$ cat config.mk
export PLATFORM = sky130hd
export DESIGN_NAME = pipe_controller
export DESIGN_NICKNAME = d
export VERILOG_FILES = /design/src/rtl/pipe_controller.sv
export SDC_FILE = /design/constraint.sdc
export NUM_CORES = 1
export LEC_CHECK = 0
export BUFFER_PORTS_ARGS = -buffer_cell sky130_fd_sc_hd__buf_2
export CORE_UTILIZATION = 55
export CTS_BUF_LIST = sky130_fd_sc_hd__clkbuf_2 sky130_fd_sc_hd__clkbuf_4 sky130_fd_sc_hd__clkbuf_8
export CTS_CLUSTER_DIAMETER = 80
export DETAILED_ROUTE_END_ITERATION = 10
export PLACE_DENSITY = 0.95
export SLEW_MARGIN = 25
export SYNTH_ARGS = -nofsm -noshare
export SYNTH_HDL_FRONTEND = slang
export SYNTH_SLANG_ARGS = --single-unit
export TNS_END_PERCENT = 10
$ cat constraint.sdc
create_clock -name clk -period 3.9 [get_ports clk]
set_input_delay 0.39 -clock clk [delete_from_list [all_inputs] [get_ports clk]]
set_output_delay 0.39 -clock clk [all_outputs]
set_load 0.1 [all_outputs]
$ cat src/rtl/pipe_controller.sv
`timescale 1ns/1ps
// pipe_controller: RV32I control decoder for the 5-stage core. It also carries the control fields through the D/E, E/M and M/W registers. RV32M decode is added when PIPE_CTRL_MEXT_EN is defined.
// Latency: ImmSrcD/IllegalD are combinational. E, M and W controls appear 1, 2 and 3 clocks after Decode.
// Backpressure: none. There is no stall input; FlushE/FlushM load a NOP bundle into the D/E and E/M registers.
module pipe_controller #(
   parameter int ALUCTRL_W = 4,
   parameter int RESULT_W  = 2
) (
   input  logic                 clk,
   input  logic                 reset,
   input  logic [6:0]           opD,
   input  logic [2:0]           funct3D,
   input  logic                 funct7b5D,
`ifdef PIPE_CTRL_MEXT_EN
   input  logic                 funct7b0D,
`endif
   input  logic                 ZeroE,
   input  logic                 LtE,
   input  logic                 LtuE,
   input  logic                 FlushE,
   input  logic                 FlushM,
   output logic [2:0]           ImmSrcD,
   output logic                 IllegalD,
   output logic                 ALUSrcE,
   output logic [ALUCTRL_W-1:0] ALUControlE,
   output logic                 PCSrcE,
   output logic                 PCTargetSrcE,
   output logic                 ResultSrcE0,
   output logic                 RegWriteM,
   output logic                 MemWriteM,
   output logic [2:0]           Funct3M,
   output logic                 RegWriteW,
`ifdef PIPE_CTRL_MEXT_EN
   output logic                 MulDivE,
`endif
   output logic [RESULT_W-1:0]  ResultSrcW
);

   localparam logic [6:0] OP_LOAD   = 7'b0000011;
   localparam logic [6:0] OP_STORE  = 7'b0100011;
   localparam logic [6:0] OP_RTYPE  = 7'b0110011;
   localparam logic [6:0] OP_ITYPE  = 7'b0010011;
   localparam logic [6:0] OP_BRANCH = 7'b1100011;
   localparam logic [6:0] OP_JAL    = 7'b1101111;
   localparam logic [6:0] OP_JALR   = 7'b1100111;
   localparam logic [6:0] OP_LUI    = 7'b0110111;

   localparam logic [2:0] IMM_I = 3'b000;
   localparam logic [2:0] IMM_S = 3'b001;
   localparam logic [2:0] IMM_B = 3'b010;
   localparam logic [2:0] IMM_J = 3'b011;
   localparam logic [2:0] IMM_U = 3'b100;

   localparam logic [3:0] ALU_ADD   = 4'b0000;
   localparam logic [3:0] ALU_SUB   = 4'b0001;
   localparam logic [3:0] ALU_AND   = 4'b0010;
   localparam logic [3:0] ALU_OR    = 4'b0011;
   localparam logic [3:0] ALU_SLT   = 4'b0100;
   localparam logic [3:0] ALU_SLTU  = 4'b0101;
   localparam logic [3:0] ALU_XOR   = 4'b0110;
   localparam logic [3:0] ALU_SLL   = 4'b0111;
   localparam logic [3:0] ALU_SRL   = 4'b1000;
   localparam logic [3:0] ALU_SRA   = 4'b1001;
   localparam logic [3:0] ALU_PASSB = 4'b1010;
`ifdef PIPE_CTRL_MEXT_EN
   localparam logic [3:0] ALU_MUL   = 4'b1011;
   localparam logic [3:0] ALU_MULH  = 4'b1100;
   localparam logic [3:0] ALU_DIV   = 4'b1101;
   localparam logic [3:0] ALU_REM   = 4'b1110;
`endif

   localparam logic [1:0] ALUOP_ADD   = 2'b00;
   localparam logic [1:0] ALUOP_SUB   = 2'b01;
   localparam logic [1:0] ALUOP_FUNC  = 2'b10;
   localparam logic [1:0] ALUOP_PASSB = 2'b11;

   localparam logic [1:0] RES_MEM = 2'b01;
   localparam logic [1:0] RES_PC4 = 2'b10;

   typedef struct packed {
      logic                 regwrite;
      logic [RESULT_W-1:0]  resultsrc;
      logic                 memwrite;
      logic                 branch;
      logic                 jump;
      logic                 alusrc;
      logic                 pctargetsrc;
`ifdef PIPE_CTRL_MEXT_EN
      logic                 muldiv;
`endif
      logic [ALUCTRL_W-1:0] aluctrl;
      logic [2:0]           funct3;
   } de_t;

   typedef struct packed {
      logic                 regwrite;
      logic [RESULT_W-1:0]  resultsrc;
      logic                 memwrite;
      logic [2:0]           funct3;
   } em_t;

   typedef struct packed {
      logic                 regwrite;
      logic [RESULT_W-1:0]  resultsrc;
   } mw_t;

   de_t        dec;
   de_t        de_q;
   em_t        em_q;
   mw_t        mw_q;
   logic [2:0] imm_src;
   logic       illegal;
   logic [1:0] aluop;
   logic [3:0] func_code;
   logic [3:0] alu_code;
   logic       is_rtype;
   logic       is_muldiv;
   logic       cond;

   assign is_rtype = (opD == OP_RTYPE);

`ifdef PIPE_CTRL_MEXT_EN
   assign is_muldiv = is_rtype && funct7b0D && !funct7b5D;
`else
   assign is_muldiv = 1'b0;
`endif

   // funct7b5 only selects sub for R-type; for I-type it is an immediate bit except on srai
   always_comb begin
      func_code = ALU_ADD;
      case (funct3D)
         3'b000:  func_code = (is_rtype && funct7b5D) ? ALU_SUB : ALU_ADD;
         3'b001:  func_code = ALU_SLL;
         3'b010:  func_code = ALU_SLT;
         3'b011:  func_code = ALU_SLTU;
         3'b100:  func_code = ALU_XOR;
         3'b101:  func_code = funct7b5D ? ALU_SRA : ALU_SRL;
         3'b110:  func_code = ALU_OR;
         default: func_code = ALU_AND;
      endcase
`ifdef PIPE_CTRL_MEXT_EN
      if (is_muldiv) begin
         case (funct3D[2:1])
            2'b00:   func_code = funct3D[0] ? ALU_MULH : ALU_MUL;
            2'b01:   func_code = ALU_MULH;
            2'b10:   func_code = ALU_DIV;
            default: func_code = ALU_REM;
         endcase
      end
`endif
   end

   always_comb begin
      alu_code = ALU_ADD;
      case (aluop)
         ALUOP_SUB:   alu_code = ALU_SUB;
         ALUOP_FUNC:  alu_code = func_code;
         ALUOP_PASSB: alu_code = ALU_PASSB;
         default:     alu_code = ALU_ADD;
      endcase
   end

   // Illegal encodings leave every field at zero, so they travel down the pipe as a NOP
   always_comb begin
      dec     = '0;
      imm_src = IMM_I;
      illegal = 1'b0;
      aluop   = ALUOP_ADD;
      case (opD)
         OP_LOAD: begin
            dec.regwrite  = 1'b1;
            dec.alusrc    = 1'b1;
            dec.resultsrc = RESULT_W'(RES_MEM);
         end
         OP_STORE: begin
            imm_src      = IMM_S;
            dec.alusrc   = 1'b1;
            dec.memwrite = 1'b1;
         end
         OP_RTYPE: begin
            dec.regwrite = 1'b1;
            aluop        = ALUOP_FUNC;
         end
         OP_ITYPE: begin
            dec.regwrite = 1'b1;
            dec.alusrc   = 1'b1;
            aluop        = ALUOP_FUNC;
         end
         OP_BRANCH: begin
            if (funct3D[2:1] == 2'b01) begin
               illegal = 1'b1;
            end else begin
               imm_src    = IMM_B;
               dec.branch = 1'b1;
               aluop      = ALUOP_SUB;
            end
         end
         OP_JAL: begin
            imm_src       = IMM_J;
            dec.regwrite  = 1'b1;
            dec.jump      = 1'b1;
            dec.resultsrc = RESULT_W'(RES_PC4);
         end
         OP_JALR: begin
            if (funct3D != 3'b000) begin
               illegal = 1'b1;
            end else begin
               dec.regwrite    = 1'b1;
               dec.alusrc      = 1'b1;
               dec.jump        = 1'b1;
               dec.pctargetsrc = 1'b1;
               dec.resultsrc   = RESULT_W'(RES_PC4);
            end
         end
         OP_LUI: begin
            imm_src      = IMM_U;
            dec.regwrite = 1'b1;
            dec.alusrc   = 1'b1;
            aluop        = ALUOP_PASSB;
         end
         default: illegal = 1'b1;
      endcase
      if (!illegal) begin
         dec.aluctrl = ALUCTRL_W'(alu_code);
         dec.funct3  = funct3D;
`ifdef PIPE_CTRL_MEXT_EN
         dec.muldiv  = is_muldiv;
`endif
      end
   end

   assign ImmSrcD  = imm_src;
   assign IllegalD = illegal;

   always_ff @(posedge clk) begin
      if (reset || FlushE)
         de_q <= '0;
      else
         de_q <= dec;
   end

   always_ff @(posedge clk) begin
      if (reset || FlushM) begin
         em_q <= '0;
      end else begin
         em_q.regwrite  <= de_q.regwrite;
         em_q.resultsrc <= de_q.resultsrc;
         em_q.memwrite  <= de_q.memwrite;
         em_q.funct3    <= de_q.funct3;
      end
   end

   always_ff @(posedge clk) begin
      if (reset) begin
         mw_q <= '0;
      end else begin
         mw_q.regwrite  <= em_q.regwrite;
         mw_q.resultsrc <= em_q.resultsrc;
      end
   end

   always_comb begin
      cond = 1'b0;
      case (de_q.funct3)
         3'b000:  cond = ZeroE;
         3'b001:  cond = !ZeroE;
         3'b100:  cond = LtE;
         3'b101:  cond = !LtE;
         3'b110:  cond = LtuE;
         3'b111:  cond = !LtuE;
         default: cond = 1'b0;
      endcase
   end

   assign PCSrcE       = (de_q.branch & cond) | de_q.jump;
   assign ALUSrcE      = de_q.alusrc;
   assign ALUControlE  = de_q.aluctrl;
   assign PCTargetSrcE = de_q.pctargetsrc;
   assign ResultSrcE0  = de_q.resultsrc[0];
   assign RegWriteM    = em_q.regwrite;
   assign MemWriteM    = em_q.memwrite;
   assign Funct3M      = em_q.funct3;
   assign RegWriteW    = mw_q.regwrite;
   assign ResultSrcW   = mw_q.resultsrc;
`ifdef PIPE_CTRL_MEXT_EN
   assign MulDivE      = de_q.muldiv;
`endif

endmodule

== Word-level counts from Yosys, hierarchy flattened ==
Index checks and enable logic that the tools add are counted.

* Multiplexer cells: 20
* Eq/ne operators: 23
* Reduce and logical (&&, ||, !) cells: 16
* Bitwise logic cells: 4

{| class="wikitable"
|+ Operators by type and width
! operator !! number
|-
| 4-bit one-hot mux with 7 select lines || 1
|-
| 3-bit == test (second input constant) || 7
|-
| 7-bit by 6-bit == test with 1-bit output (second input constant) || 3
|-
| 7-bit == test (second input constant) || 3
|-
| 2-bit one-hot mux with 3 select lines || 2
|-
| 3-bit one-hot mux with 4 select lines || 1
|-
| 4-bit one-hot mux with 3 select lines || 1
|-
| 2-bit OR reduction || 4
|-
| 7-bit by 2-bit == test with 1-bit output (second input constant) || 1
|-
| 7-bit by 5-bit == test with 1-bit output (second input constant) || 1
|-
| 1-bit two-way mux || 7
|-
| 3-bit by 1-bit == test with 1-bit output (second input constant) || 2
|-
| 3-bit by 2-bit == test with 1-bit output (second input constant) || 2
|-
| 3-bit logical NOT || 2
|-
| 3-bit two-way mux || 2
|-
| 1-bit one-hot mux with 2 select lines || 3
|-
| 1-bit one-hot mux with 6 select lines || 1
|-
| 6-bit OR reduction || 1
|-
| 5-bit OR reduction || 1
|-
| 2-bit by 1-bit == test with 1-bit output (second input constant) || 2
|-
| 2-bit == test (second input constant) || 2
|-
| 4-bit OR reduction || 1
|-
| 1-bit logical NOT || 3
|-
| 1-bit one-hot mux with 3 select lines || 1
|-
| 7 further kinds || 9
|}

* Register bits after elaboration: 25
* Logic and storage cells: 78
* Input bits: 18

== Logic depth before layout (Yosys ltp) ==
* Depth in word-level cells: 5
* Gate-level depth with buffers: 5
* Depth with buffers taken out: 4

== Worst setup path before layout ==
OpenSTA, ideal clock, no wires.

* Path type: input-to-output
* Start point: input opD[3]
* End point: output ImmSrcD[2]
* Path slack: -0.060 ns
* Stages on the path: 2
* Arrival: 3.570 ns
* Required time: 3.510 ns
* Cell sequence: nand3b_1 -> nor4_1

* Cells in the longest elaborated chain, start to end: 2

{| class="wikitable"
|+ Ends and longest elaborated chain
! element !! RTL line !! source
|-
| start, declared || 11 || <nowiki>input logic [6:0] opD,</nowiki>
|-
| 7-bit by 6-bit == test with 1-bit output / 7-bit == test (equally long branches) || 169 || <nowiki>case (opD)</nowiki>
|-
| 3-bit one-hot mux with 4 select lines * || 169 ||
|-
| end, declared || 22 || <nowiki>output logic [2:0] ImmSrcD,</nowiki>
|}

Every way passes the cells marked *; elsewhere a longest branch is shown, timed or not.

== Final worst setup path ==
* Start point: input opD[3]
* End point: output ImmSrcD[1]

Same word-level chain as after synthesis.

==> results.md <==
- Status: completed
- Antenna-violating nets left: 0
- Clk root buf: clkbuf_4
- Comb pwr share: between 10% and 20%
- Max-Cap Viols: 0
- CTS Buffer Depth: 2
- Yosys warnings: 0
- FF+latch count, synth: 25
- Initial Util: roughly three fifths
- Slowest-stage cell, CP: or4_1
- Hold Crit Class: in2reg
- Worst setup EP type: output pin
- Leakage: between 0.5 and 0.6 nW
- Crit path DAT: 2.01 ns
- Number of antenna diodes: 0
- Vias in the first global route: around 770
- Post-CTS Setup Repair Bufs: 0
- Sequential share of the synthesized area: 44.5%
- Final setup TNS: 0 ns
- Cell Pwr Density: around 320 nW/um^2
- Die area: approximately 2200 sq um
- HPWL Detailed: roughly 1600 um
- Port bufs: 37
- Core area: ~1800 sq um
- RSZ-0062 raised after global routing: false
- Die Span Y: between 40 and 50 um
- Count of different cell masters after synthesis: 38
- Top-area cell type share of the netlist area: between 40% and 50%
- Final period util: about three fifths
- RePlAce Congestion: around 0.9
- # rows: 15
- Mean post-synth cell area: ~9.1 sq um
- CP Max Fanout: 7
- Synth async-reset ratio: 0%
- Synth Cell Area: 1120 sq um
- Startpoint Class: input pin
- Drt pass-1 iters: 4
- Crit-path cells: buf_2 -> nand3b_1 -> or4_1 -> o21ai_0 -> buf_2
- Post_cts resized: 0
- Slew Limit Fails: 0
- Area growth from synthesis to layout: 14.5%
- WL/cell: around 12 um
- Residual DRC: 0
- Htree depth: 1
- Latest clock arrival within the worst-skew pair: between 0.3 and 0.4 ns
- Clk sinks: 25
- Crit Path Category: in2out
- Crit-path most repeated cell: buf_2
- Worst Path Required: between 3 and 4 ns
- F_max: about 0.42 GHz
- Flop pwr share: 61.6%
- Maximum number of pins on one net before global-route repair: 15
- Min cycle time layout: about 2.4 ns
- Number of synthesized flops with an enable pin: 0
- Slew margin rel.: between 60% and 70%
- Detailed-route via count: ~940
- Initial antenna violation count: 0
- Num ports: 38
- CTS tree: yes
- Fin Clk Skew: about 0.0084 ns
- Gr ovfl total: 0
- Layout Utilization: between 70% and 80%
- Detailed Route WL: about 2100 um
- Peak VDD IR: roughly 0.00022 V
- Final hold violations: 0
- Leading post-synthesis cells by cell area: dfxtp_1 (44%), buf_4 (5.3%), nor2_1 (4.3%)
- Initial DRC count: 15
- Mapped Nets: 141
- Gr usage total: about a fifth
- Cell-internal power: roughly 310 uW
- Average vias per placed instance: about 5.3
- Fraction of layout instances using a drive strength above 1: 33.3%
- Synth Flop Type: dfxtp_1
- Least-Margin Pin Slew: 0.486 ns
- CP max stage delay: 0.64 ns
- Instance count of the mapped netlist: between 100 and 150
- Sw Pwr: 104 uW
- Clock power frac: approximately a quarter
- First-pass GRT wire length: 3170 um
- CTS Buf Count: 3
- Switching part of the total: 25.1%
- CTS clk-pin slew, worst paths: between 0.1 and 0.15 ns
- Final setup violation count: 0
- Hold_buf cts: 0
- Area leader, netlist: dfxtp_1
- Die Wd: ~47 um
- Final nets: 172
==> registers in the layout, indices dropped and copies added (netlist names) <==
register,cells
ResultSrcE0,1
RegWriteW,1
de_q,8
RegWriteM,1
Funct3M,3
em_q,2
ResultSrcW,2
ALUSrcE,1
ALUControlE,4
PCTargetSrcE,1
MemWriteM,1
==> Yosys cell counts, types with 3 or more instances <==
cell / instances
dfxtp_1: 25
buf_4: 8
nor2b_1: 5
nand3b_1: 3
a21oi_1: 4
inv_1: 6
nor2_1: 13
and2_1: 7
o21ai_0: 5
nand2_1: 6
nor3_1: 5
nand3_1: 4
==> cell type report <==
type | count | area [sq um]
fill | 149 | 533
multi-input combinational | 81 | 520
sequential | 25 | 500
timing repair buffer | 37 | 185
tap | 25 | 31.3
clock buffer | 3 | 22.5
inverter | 6 | 22.5
clock inverter | 1 | 5.00
==> power by group through the flow <==
stage | registers (mW) | logic (mW) | clock network (mW)
detailed placement | 0.262 | 0.0498 | 0
finish | 0.256 | 0.0506 | 0.109
global placement | 0.262 | 0.0480 | 0
CTS | 0.256 | 0.0500 | 0.112
global route | 0.256 | 0.0556 | 0.123
floorplan | 0.263 | 0.0336 | 0
==> cell families (layout without fill, tap and decap cells) <==
family                 Yosys count  after routing  synth area share (%)
AO/OA/AOI/OAI                   20             20                  12.7
flip-flops                      25             25                  44.5
multiplexers                     1              1                 0.890
AND/OR/NAND/NOR                 56             56                  29.0
XOR/XNOR                         4              4                  3.12
buffers and inverters           17             47                  9.79
==> per-stage QoR <==
step | instance area (sq um) | worst slack [ns] | hold slack [ns] | total power, mW | cells
6_report | 1290 | 1.50 | 0.264 | 0.416 | 178
5_1_grt | 1290 | 1.44 | 0.268 | 0.435 | 178
4_1_cts | 1290 | 1.51 | 0.252 | 0.418 | 178
3_5_place_dp | 1260 | 1.52 | 0.415 | 0.312 | 174
3_3_place_gp | 1260 | 1.57 | 0.409 | 0.310 | 174
2_1_floorplan | 1130 | 0.647 | 0.406 | 0.297 | 123
==> placed cells by master, fill, tap and decap left out, types with 4 or more instances in the layout <==
| master | n |
|---|---|
| nor3_1 | 5 |
| nand2_1 | 6 |
| nor2_1 | 13 |
| inv_1 | 6 |
| a21oi_1 | 4 |
| o21ai_0 | 5 |
| dfxtp_1 | 25 |
| and2_1 | 7 |
| buf_2 | 37 |
| nand3_1 | 4 |
| nor2b_1 | 5 |
==> per-layer routing <==
metal	GRT usage, %	wire length, um	vias to the layer above
li1	-	-	477
met4	14.9	26	0
met1	24.6	875	412
met3	2.69	129	2
met5	0	0	-
met2	33.2	1020	46
==> worst max-delay path: cells and delay by family <==
family | cells | cell delay, ns
AND/OR/NAND/NOR | 2 | 0.95
buffers and inverters | 2 | 0.56
AO/OA/AOI/OAI | 1 | 0.11
==> path summary, 6_finish.rpt <==
path                            start               endpoint  slack (ns)  depth (start not counted)
setup reg to reg   de_q[1]$_SDFF_PP0_  Funct3M[1]$_SDFF_PP0_        3.32                          1
hold reg to reg   de_q[13]$_SDFF_PP0_     em_q[5]$_SDFF_PP0_        0.44                          1
setup / recovery               opD[3]             ImmSrcD[1]        1.50                          5
hold / removal                 FlushE    de_q[10]$_SDFF_PP0_        0.26                          2
No activity file was read; power rests on OpenSTA's default activity.
